File: src/rtl/mult_pkg.sv
// Shared types and constants for the sequential shift-and-add multiplier.
package mult_pkg;

  typedef enum logic [1:0] {
    IDLE = 2'd0,
    RUN  = 2'd1,
    DONE = 2'd2
  } state_t;

  localparam int unsigned DEFAULT_WIDTH = 8;
  localparam int unsigned CNT_W         = $clog2(DEFAULT_WIDTH);

  // Bit count needed to index WIDTH multiplier bits (0..WIDTH-1).
  function automatic int unsigned cnt_width(input int unsigned width);
    return $clog2(width);
  endfunction

endpackage

File: src/rtl/mult_add_shift_dp.sv
// Shift-and-add datapath: accumulator, left-shifting multiplicand, right-shifting multiplier.
// With MULT_EARLY_TERM_EN defined, mplier_empty_c flags that no multiplier bits remain.
module mult_add_shift_dp
  import mult_pkg::*;
#(
  parameter int unsigned WIDTH = DEFAULT_WIDTH
) (
  input  logic               clk,
  input  logic               rst,
  input  logic               load,
  input  logic               step,
  input  logic [WIDTH-1:0]   a,
  input  logic [WIDTH-1:0]   b,
  output logic [2*WIDTH-1:0] acc_next_c,
  output logic               mplier_empty_c
);

  localparam int unsigned PW = 2 * WIDTH;

  logic [PW-1:0]    acc;
  logic [PW-1:0]    mcand;
  logic [WIDTH-1:0] mplier;

  // Operand capture on load, one multiplier bit consumed per step.
  always_ff @(posedge clk or posedge rst) begin
    if (rst) begin
      acc    <= '0;
      mcand  <= '0;
      mplier <= '0;
    end else if (load) begin
      acc    <= '0;
      mcand  <= PW'(a);
      mplier <= b;
    end else if (step) begin
      acc    <= acc_next_c;
      mcand  <= mcand << 1;
      mplier <= mplier >> 1;
    end
  end

  // Accumulator value after the current multiplier bit; 2*WIDTH bits cannot overflow.
  always_comb begin
    acc_next_c = acc;
    if (mplier[0]) begin
      acc_next_c = acc + mcand;
    end
  end

`ifdef MULT_EARLY_TERM_EN
  assign mplier_empty_c = (mplier == '0);
`else
  assign mplier_empty_c = 1'b0;
`endif

endmodule

File: src/rtl/seq_shift_add_multiplier.sv
// Unsigned WIDTH x WIDTH sequential multiplier, one multiplier bit per clock, start/busy/done handshake.
// Define MULT_EARLY_TERM_EN to finish as soon as the remaining multiplier bits are all zero.
module seq_shift_add_multiplier
  import mult_pkg::*;
#(
  parameter int unsigned WIDTH = DEFAULT_WIDTH
) (
  input  logic               clk,
  input  logic               rst,
  input  logic               start,
  input  logic [WIDTH-1:0]   a,
  input  logic [WIDTH-1:0]   b,
  output logic               busy,
  output logic               done,
  output logic [2*WIDTH-1:0] product
);

  localparam int unsigned PW = 2 * WIDTH;
  localparam int unsigned CW = cnt_width(WIDTH);
  localparam logic [CW-1:0] LAST = CW'(WIDTH - 1);

  state_t        state;
  state_t        state_next;
  logic [CW-1:0] cnt;
  logic          load;
  logic          step;
  logic          finish;
  logic [PW-1:0] acc_next_c;
  logic          mplier_empty_c;

  // A request is only honoured when not running (IDLE or DONE).
  assign load   = start && (state != RUN);
  assign step   = (state == RUN);
  assign finish = step && (mplier_empty_c || (cnt == LAST));

  mult_add_shift_dp #(
    .WIDTH(WIDTH)
  ) u_dp (
    .clk           (clk),
    .rst           (rst),
    .load          (load),
    .step          (step),
    .a             (a),
    .b             (b),
    .acc_next_c    (acc_next_c),
    .mplier_empty_c(mplier_empty_c)
  );

  // State register.
  always_ff @(posedge clk or posedge rst) begin
    if (rst) begin
      state <= IDLE;
    end else begin
      state <= state_next;
    end
  end

  // Next-state logic.
  always_comb begin
    state_next = state;
    case (state)
      IDLE:    if (start) state_next = RUN;
      RUN:     if (finish) state_next = DONE;
      DONE:    state_next = start ? RUN : IDLE;
      default: state_next = IDLE;
    endcase
  end

  // Handshake outputs decode the registered state directly.
  always_comb begin
    busy = 1'b0;
    done = 1'b0;
    case (state)
      RUN:     busy = 1'b1;
      DONE:    done = 1'b1;
      default: ;
    endcase
  end

  // Bit counter; restarts on every accepted request.
  always_ff @(posedge clk or posedge rst) begin
    if (rst) begin
      cnt <= '0;
    end else if (load) begin
      cnt <= '0;
    end else if (step) begin
      cnt <= cnt + CW'(1);
    end
  end

  // Result register changes only on the edge entering DONE.
  always_ff @(posedge clk or posedge rst) begin
    if (rst) begin
      product <= '0;
    end else if (finish) begin
      product <= acc_next_c;
    end
  end

endmodule

File: config.mk
export PLATFORM = sky130hd
export DESIGN_NAME = seq_shift_add_multiplier
export DESIGN_NICKNAME = d
export VERILOG_FILES = /design/src/rtl/mult_pkg.sv /design/src/rtl/mult_add_shift_dp.sv /design/src/rtl/seq_shift_add_multiplier.sv
export SDC_FILE = /design/constraint.sdc
export NUM_CORES = 1
export LEC_CHECK = 0
export ABC_AREA = 1
export CAP_MARGIN = 20
export CORE_ASPECT_RATIO = 1.2
export CORE_UTILIZATION = 50
export CTS_BUF_LIST = sky130_fd_sc_hd__clkbuf_4
export CTS_CLUSTER_DIAMETER = 60
export CTS_CLUSTER_SIZE = 10
export DETAILED_ROUTE_END_ITERATION = 6
export PLACE_DENSITY = 0.83
export SLEW_MARGIN = 15
export SYNTH_ARGS = -nofsm -noshare
export SYNTH_HDL_FRONTEND = slang
export SYNTH_SLANG_ARGS = --single-unit
File: constraint.sdc
create_clock -name clk -period 2.29 [get_ports clk]
set_input_delay 0.458 -clock clk [delete_from_list [all_inputs] [get_ports clk]]
set_output_delay 0.458 -clock clk [all_outputs]
set_load 0.02 [all_outputs]
==> impl_metrics.csv, run 1 <==
group,metric,value,unit
worst_setup_path,start_kind,"flop",
synth,netlist_instances,457,
worst_setup_path,reg2reg_slack,350,ps
timing,setup_tns,0,ps
placement,place_congestion,0.873,
worst_setup_path,path_delay_family,"buffers and inverters",
worst_setup_path,cp-end-kind,"primary output",
synth,synth-main-ff-cell,"dfrtp_1",
worst_setup_path,worstReg2RegEnd,"product[10]",
worst_setup_path,cp.depth,4,
pwr,power_density,1470,nW/um^2
synth,synth.cell_area,3530,um^2
global_route,grt_pass1_vias,2929,
route,wl_per_cell,13.5,um
placement,port-buffer-count,36,
min_path,hp-class,"primary input to async pin",
synth,yosysUniqueCellTypes,36,
worst_setup_path,crit_path_end,"busy",
synth,async_reset_ff_frac,1.00,
timing,slew_headroom,0.731,
timing,period_minus_slack,2080,ps
floorplanning,chipHeight,94.1,um
pwr,ir_drop,0.920,mV
global_route,grt-busiest-layer,"met2",
clocking,post_cts_resized,0,
pwr,power_frac_comb,0.546,
pwr,power_frac_seq,0.310,
pwr,p_int,3.32,mW
worst_setup_path,critical-path-max-stage-delay,600,ps
timing,drv_slew,0,
global_route,grtUsageTotal,0.242,
global_route,gr-total-overflow,0,
route,vias_per_cell,5.21,
floorplanning,initial_core_util,0.516,
floorplanning,fp-row-count,33,
timing,rsz0062_at_grt,"no",
status,status,"completed",
worst_setup_path,path_max_fanout,2,
finish,drive_gt1_frac,0.118,
timing,hold_ws,391,ps
timing,fmax,481,MHz
synth,yosys.area.top_type,"dfrtp_1",
worst_setup_path,r2r_start,"u_dp.mcand[0]",
floorplanning,die_area,7410,um^2
route,antenna_left,0,
global_route,use_met1,0.293,
worst_setup_path,cp_cell_sequence,"inv_1 > nand2_2 > inv_4 > clkdlybuf4s50_1",
clocking,cts.path.max_buffers,2,
clocking,clk_pin_slew,120,ps
synth,synth-edff-count,0,
synth,yosysMostFrequentCell,"nand2_1",
synth,ys_warn_count,0,
timing,setup_viol_count_final,0,
synth,synth_seq_cells,61,
run,drv_cap,0,
timing,skew,19.4,ps
clocking,cts_buffers,9,
worst_setup_path,crit_start,"state[1]",
worst_setup_path,criticalPathCategory,"flop to primary output",
worst_setup_path,crit_required,1830,ps
clocking,clock_sink_count,61,
pwr,leakage,2.13,nW
global_route,antenna_found_initial,0,
floorplanning,core,6850,um^2
route,dr.pass1.iters,6,
timing,hold_viol,0,
clocking,postCtsSetupBuffers,0,
clocking,clock-root-buffer,"clkbuf_4",
worst_setup_path,path_buf_inv,3,
synth,synth_top_area_frac,0.432,
clocking,cts_tree,"yes",
floorplanning,dieWidth,78.7,um
pwr,switching_share,0.458,
pwr,power.switching,2.80,mW
worst_setup_path,cp_slowest_cell,"clkdlybuf4s50_1",
synth,yosysSeqAreaShare,0.432,
synth,syn_nets,494,
route,wirelength,7.96,mm
global_route,use_met3,0.0670,
route,drt_iter0_drc,192,
global_route,grt_max_degree,62,
finish,finalNetCount,534,
pwr,p_clk_frac,0.143,
worst_setup_path,r2r_cells,12,
global_route,grt_pass1_wl,13.5,mm
synth,yosys-top-cells-count,"nand2_1 (161), dfrtp_1 (61), inv_1 (61)",
global_route,grt_util_met2,0.405,
worst_setup_path,crit_arrival,1620,ps
route,num_vias,3066,
clocking,hold_buffers,0,
placement,hpwl,5.83,mm
synth,synth_area_leaders,"dfrtp_1 (43%), nand2_1 (17%), inv_1 (6.5%)",
clocking,htree_levels,3,
route,route.detailed.drc,0,
timing,worst_pin_slew,403,ps
finish,n_antenna_cell,0,
synth,synth_area_per_cell,7.73,um^2
finish,area_growth,17.7,%
clocking,clk_latency,430,ps
timing,fin_crit_sh,0.908,
floorplanning,io_pins,37,
-- metrics by stage --
step / cell area [um^2] / setup WS (ps) / cells / total power, mW / util
floorplan: 3530 / 319 / 457 / 4.28 / -
global placement: 4000 / 448 / 573 / 5.13 / 0.583
detailed placement: 4000 / 384 / 573 / 5.25 / 0.583
CTS: 4160 / 195 / 589 / 6.14 / 0.607
global route: 4160 / 121 / 589 / 6.67 / 0.607
finish: 4160 / 210 / 589 / 6.12 / 0.607
-- layer usage --
metal / wire length (um) / vias to the layer above
met3: 362 / 15
met2: 4060 / 72
met1: 3350 / 1440
li1: - / 1539
met4: 192 / 0
met5: 0 / -
-- area by class of cell --
cell class	instances	area [um^2]
well taps	87	109
multi-input cells	316	1680
clock inverters	7	97.6
inverters	66	250
clock buffers	9	67.6
repair buffers	43	425
flip-flops and latches	61	1530
fillers	618	2690
-- registers in the layout, indices dropped and copies added (netlist names) --
name         cells
u_dp.mcand      16
u_dp.acc        16
product         16
u_dp.mplier      8
state            2
cnt              3
-- layout by cell type, fill, tap and decap left out, drive strengths merged, types with 3 or more instances in the layout --
cell and instances:
clkdlybuf4s50 36, o221ai 3, ha 17, o21ai 23, inv 67, o22ai 9, nand2 167, or2 10
nand3 41, a21oi 6, o211ai 8, buf 7, clkbuf 9, nor2 15, nor3 3, dfrtp 61
-- power groups by stage --
stage	clock, mW	combinational [mW]	sequential [mW]
after floorplan	0	2.29	1.98
after CTS	0.890	3.36	1.90
after global placement	0	3.23	1.90
after detailed placement	0	3.33	1.91
final	0.877	3.34	1.90
after global routing	0.944	3.76	1.96
-- cell families (layout without fill, tap and decap cells) --
family,Yosys count,after routing,share of synthesized area
buffers and inverters,80,125,0.0914
xor gates and xnor gates,4,4,0.00992
adders and majority gates,18,18,0.0659
and+or+nand+nor,241,241,0.307
muxes,1,1,0.00283
AOI/OAI and AO/OA,52,52,0.0907
DFF,61,61,0.432
-- worst reg2reg max path: cells and delay by family (launching register included) --
family | cells | cell delay, ps
adder cells (fa/ha/maj) | 2 | 620
AND/OR/NAND/NOR | 10 | 810
flip-flops | 1 | 400
-- how the worst min path moves through the flow --
| stage | startpoint | to | slack, ps |
|---|---|---|---|
| final | rst | u_dp.acc[15] | 390 |
| after global routing | rst | product[0] | 430 |
| after CTS | rst | product[15] | 390 |
| after detailed placement | product[15] | product[15] | 460 |
| after global placement | product[15] | product[15] | 460 |
| after floorplan | u_dp.mplier[4] | u_dp.mplier[4] | 450 |
No activity file was read; power rests on OpenSTA's default activity.
==> run 2: changes to the inputs <==
==> constraint.sdc (replaced) <==
create_clock -name clk -period 2.2 [get_ports clk]
set_input_delay 0.44 -clock clk [delete_from_list [all_inputs] [get_ports clk]]
set_output_delay 0.44 -clock clk [all_outputs]
set_load 0.02 [all_outputs]
==> run 2 against run 1 <==
Utilization down 0.58 points. Clock-buffer cell count unchanged. Global-route usage up 1.4 points. Combinational power up 4%. Clock skew down 8.3 ps. Highest routed layer unchanged. Worst hold slack worse by 83 ps. Via count up 0.72%. Die area unchanged. Sequential power up 6%. Final area down 0.96%. Cell count down 0.17%.
==> impl_metrics.csv, run 2 (synthesized netlist as in run 1, its figures left out) <==
group,metric,value,unit
clocking,clock_sink_count,61,
worst_setup_path,r2r_start,"u_dp.mcand[0]",
timing,hold_ws,308,ps
worst_setup_path,worstReg2RegEnd,"product[8]",
route,wl_per_cell,14.2,um
clocking,htree_levels,3,
timing,rsz0062_at_grt,"no",
status,status,"completed",
floorplanning,core,6850,um^2
worst_setup_path,crit_required,1760,ps
worst_setup_path,path_buf_inv,1,
clocking,cts.path.max_buffers,2,
min_path,hp-class,"primary input to async pin",
global_route,grt_max_degree,47,
clocking,cts_buffers,9,
finish,area_growth,16.6,%
clocking,clock-root-buffer,"clkbuf_4",
pwr,ir_drop,0.743,mV
clocking,hold_buffers,0,
worst_setup_path,crit_path_end,"done",
route,dr.pass1.iters,6,
worst_setup_path,cp_slowest_cell,"clkdlybuf4s50_1",
timing,setup_tns,0,ps
route,wirelength,8.37,mm
route,route.detailed.drc,0,
placement,port-buffer-count,36,
global_route,grt_pass1_vias,3149,
clocking,cts_tree,"yes",
finish,final_common_cell,"nand2_1",
clocking,post_cts_resized,0,
worst_setup_path,cp_cell_sequence,"nor2_1 > clkdlybuf4s50_1",
timing,fin_crit_sh,0.925,
route,vias_per_cell,5.25,
timing,worst_pin_slew,553,ps
finish,fin_cells,588,
worst_setup_path,critical-path-max-stage-delay,620,ps
finish,drive_gt1_frac,0.110,
pwr,power_density,1510,nW/um^2
route,antenna_left,0,
floorplanning,chipHeight,94.1,um
worst_setup_path,cp-end-kind,"primary output",
clocking,clk_pin_slew,100,ps
global_route,grt_pass1_wl,14.3,mm
finish,final_cell_mix,"nand2_1 (161), dfrtp_1 (61), inv_1 (60), nand3_1 (35), clkdlybuf4s50_1 (35)",
timing,skew,11.1,ps
floorplanning,dieWidth,78.7,um
worst_setup_path,cp.depth,2,
placement,hpwl,6.10,mm
clocking,postCtsSetupBuffers,0,
worst_setup_path,start_kind,"flop",
worst_setup_path,crit_start,"state[0]",
timing,slew_headroom,0.631,
floorplanning,die_area,7410,um^2
run,drv_cap,0,
finish,final_core_util,0.601,
finish,reg.largest.list,"product x16, u_dp.acc x16, u_dp.mcand x16",
placement,place_congestion,0.857,
floorplanning,initial_core_util,0.516,
route,drt_iter0_drc,178,
worst_setup_path,criticalPathCategory,"flop to primary output",
placement,placed_cells,573,
clocking,clk_latency,410,ps
finish,n_antenna_cell,0,
worst_setup_path,r2r_cells,11,
timing,fmax,491,MHz
global_route,gr-total-overflow,0,
floorplanning,fp-row-count,33,
timing,drv_slew,0,
finish,final_area,4120,um^2
timing,period_minus_slack,2040,ps
timing,hold_viol,0,
global_route,antenna_found_initial,0,
global_route,grtUsageTotal,0.257,
worst_setup_path,crit_arrival,1600,ps
timing,setup_viol_count_final,0,
worst_setup_path,path_max_fanout,3,
floorplanning,io_pins,37,
finish,finalNetCount,534,
worst_setup_path,reg2reg_slack,240,ps
worst_setup_path,path_delay_family,"buffers and inverters",
route,num_vias,3088,
placement,placed_cell_area,4000,um^2
pwr,leakage,2.12,nW
==> run 2: cell types whose count changed in the layout (fill, tap and decap cells not counted), sizes merged <==
| cell | before | now |
|---|---|---|
| bufinv | 2 | 1 |
| clkdlybuf4s50 | 36 | 35 |
| clkinv | 2 | 5 |
| clkinvlp | 2 | 0 |
| dlymetal6s2s | 0 | 1 |
| inv | 67 | 66 |
==> run 2: worst min-delay path by stage <==
| stage | cells after the start | to | start | slack [ps] |
|---|---|---|---|---|
| floorplan | 2 | u_dp.mplier[4] | u_dp.mplier[4] | 450 |
| global placement | 2 | product[15] | product[15] | 460 |
| detailed placement | 2 | product[9] | product[9] | 470 |
| CTS | 2 | u_dp.mplier[5] | rst | 310 |
| global route | 2 | u_dp.acc[9] | rst | 310 |
| finish | 2 | u_dp.mplier[5] | rst | 310 |
==> run 2: metrics by stage <==
stage / power, mW / worst slack (ps)
3_5_place_dp: 5.49 / 276
5_1_grt: 6.80 / 64.9
4_1_cts: 6.26 / 54.6
2_1_floorplan: 4.45 / 247
6_report: 6.24 / 165
3_3_place_gp: 5.35 / 354
==> run 2: layout make-up <==
class / instances / area (um^2)
clock buffers: 9 / 67.6
well taps: 87 / 109
clock inverters: 6 / 55.1
repair buffers: 43 / 428
inverters: 66 / 250
multi-input cells: 316 / 1680
fillers: 615 / 2730
flip-flops and latches: 61 / 1530
==> run 2: worst reg2reg max path: cells and delay by family, from the launching register on <==
family	cells	cell delay, ps
AND/OR/NAND/NOR	8	710
XOR/XNOR	1	140
flip-flops	1	410
adder cells (fa/ha/maj)	2	620
==> run 2: power breakdown <==
part | total, mW | switching (mW) | leakage, nW | internal (mW)
Sequential | 2.02 | 0.396 | 0.776 | 1.62
Clock | 0.731 | 0.402 | 0.0683 | 0.329
Combinational | 3.49 | 2.12 | 1.28 | 1.37
==> run 2: metal layers <==
layer,GRT usage,wire length [um]
met3,0.0534,392
met4,0.137,309
met1,0.295,3390
met5,0,0
met2,0.444,4280
==> run 3: changes to the inputs <==
--- a/config.mk
+++ b/config.mk
@@ -11,9 +11,10 @@
 export CORE_UTILIZATION = 50
 export CTS_BUF_LIST = sky130_fd_sc_hd__clkbuf_4
 export CTS_CLUSTER_DIAMETER = 60
-export CTS_CLUSTER_SIZE = 10
+export CTS_CLUSTER_SIZE = 25
 export DETAILED_ROUTE_END_ITERATION = 6
-export PLACE_DENSITY = 0.83
+export HOLD_SLACK_MARGIN = 0.08
+export PLACE_DENSITY = 0.79
 export SLEW_MARGIN = 15
 export SYNTH_ARGS = -nofsm -noshare
 export SYNTH_HDL_FRONTEND = slang
==> run 3 against run 2 <==
Non-clock buffer count is the same. Die area unchanged. Register-to-register slack barely moved. First-iteration DRC count is 7.9% lower.
==> impl_metrics.csv, run 3 (synthesized netlist as in run 1, its figures left out) <==
group,metric,value,unit
status,status,"completed",
route,num_vias,3073,
global_route,gr-total-overflow,0,
timing,hold_viol,0,
finish,finalNetCount,534,
finish,reg.largest.list,"product x16, u_dp.acc x16, u_dp.mcand x16",
clocking,clock-root-buffer,"clkbuf_4",
pwr,ir_drop,0.709,mV
worst_setup_path,cp_slowest_cell,"clkdlybuf4s50_1",
global_route,grt_pass1_wl,13.3,mm
floorplanning,chipHeight,94.1,um
route,drt_iter0_drc,164,
clocking,cts.path.max_buffers,2,
worst_setup_path,crit_arrival,1570,ps
timing,fin_crit_sh,0.914,
clocking,clk_pin_slew,110,ps
finish,final_cell_mix,"nand2_1 (161), dfrtp_1 (61), inv_1 (60), clkdlybuf4s50_1 (36), nand3_1 (35)",
timing,fmax,497,MHz
floorplanning,io_pins,37,
floorplanning,core,6850,um^2
clocking,postCtsSetupBuffers,0,
route,wirelength,7.99,mm
finish,final_common_cell,"nand2_1",
clocking,hold_buffers,0,
clocking,clk_latency,400,ps
global_route,antenna_found_initial,0,
placement,dp_slack,262,ps
worst_setup_path,r2r_cells,11,
finish,n_antenna_cell,0,
worst_setup_path,crit_start,"state[1]",
worst_setup_path,crit_required,1760,ps
clocking,cts_buffers,9,
clocking,clock_sink_count,61,
worst_setup_path,reg2reg_slack,240,ps
floorplanning,dieWidth,78.7,um
route,vias_per_cell,5.22,
clocking,htree_levels,3,
worst_setup_path,start_kind,"flop",
floorplanning,die_area,7410,um^2
route,wl_per_cell,13.6,um
timing,period_minus_slack,2010,ps
global_route,grtUsageTotal,0.239,
min_path,hp-class,"primary input to async pin",
worst_setup_path,path_max_fanout,2,
timing,setup_ws,189,ps
worst_setup_path,critical-path-max-stage-delay,590,ps
clocking,post_cts_resized,0,
timing,rsz0062_at_grt,"no",
pwr,leakage,2.12,nW
floorplanning,fp-row-count,33,
worst_setup_path,r2r_start,"u_dp.mcand[0]",
route,antenna_left,0,
worst_setup_path,cp-end-kind,"primary output",
timing,setup_viol_count_final,0,
timing,drv_slew,0,
global_route,grt_max_degree,62,
finish,area_growth,17.0,%
pwr,power_density,1510,nW/um^2
worst_setup_path,cp_cell_sequence,"inv_1 > nand2_2 > inv_4 > clkdlybuf4s50_1",
placement,port-buffer-count,36,
timing,worst_pin_slew,491,ps
route,route.detailed.drc,0,
floorplanning,initial_core_util,0.516,
pwr,power.total,6.24,mW
route,dr.pass1.iters,4,
timing,setup_tns,0,ps
placement,hpwl,5.77,mm
placement,place_congestion,0.846,
timing,slew_headroom,0.672,
worst_setup_path,worstReg2RegEnd,"product[12]",
finish,drive_gt1_frac,0.116,
global_route,grt_pass1_vias,2947,
worst_setup_path,criticalPathCategory,"flop to primary output",
run,drv_cap,0,
timing,skew,16.5,ps
clocking,cts_tree,"yes",
run 3: cell type report:
type | count | area, um^2
clock inverters | 6 | 62.6
fillers | 614 | 2720
repair buffers | 43 | 425
well taps | 87 | 109
clock buffers | 10 | 75.1
flip-flops and latches | 61 | 1530
multi-input cells | 316 | 1680
inverters | 66 | 250
run 3: routing by layer:
layer  part of all wire  vias to the layer above  global-route usage
met5                  0                        -                   0
met4              0.021                        0               0.128
met3              0.048                       12              0.0369
met2               0.51                       88               0.407
met1               0.42                     1441               0.288
li1                   -                     1532                   -
run 3: worst max-delay path: cells and delay by family, from the launching register on:
family	cells	cell delay [ps]
and+or+nand+nor	1	70
buffers and inverters	3	730
DFF	1	370
run 3: per-stage QoR:
step | instances | hold WS [ps] | util | instance area, um^2
floorplan | 457 | 452 | - | 3530
global placement | 573 | 463 | 0.583 | 4000
detailed placement | 573 | 465 | 0.583 | 4000
CTS | 589 | 395 | 0.603 | 4130
global route | 589 | 408 | 0.603 | 4130
finish | 589 | 400 | 0.603 | 4130
run 3: how the worst max path moves through the flow:
stage,to,depth (start not counted)
after floorplan,cnt[0],1
after global placement,product[10],12
after detailed placement,product[12],11
after CTS,busy,4
after global routing,busy,4
final,busy,4
run 3: report_power, final:
part	total (mW)	internal (mW)	switching (mW)
clock	0.783	0.357	0.426
combinational	3.44	1.36	2.08
sequential	2.01	1.62	0.387
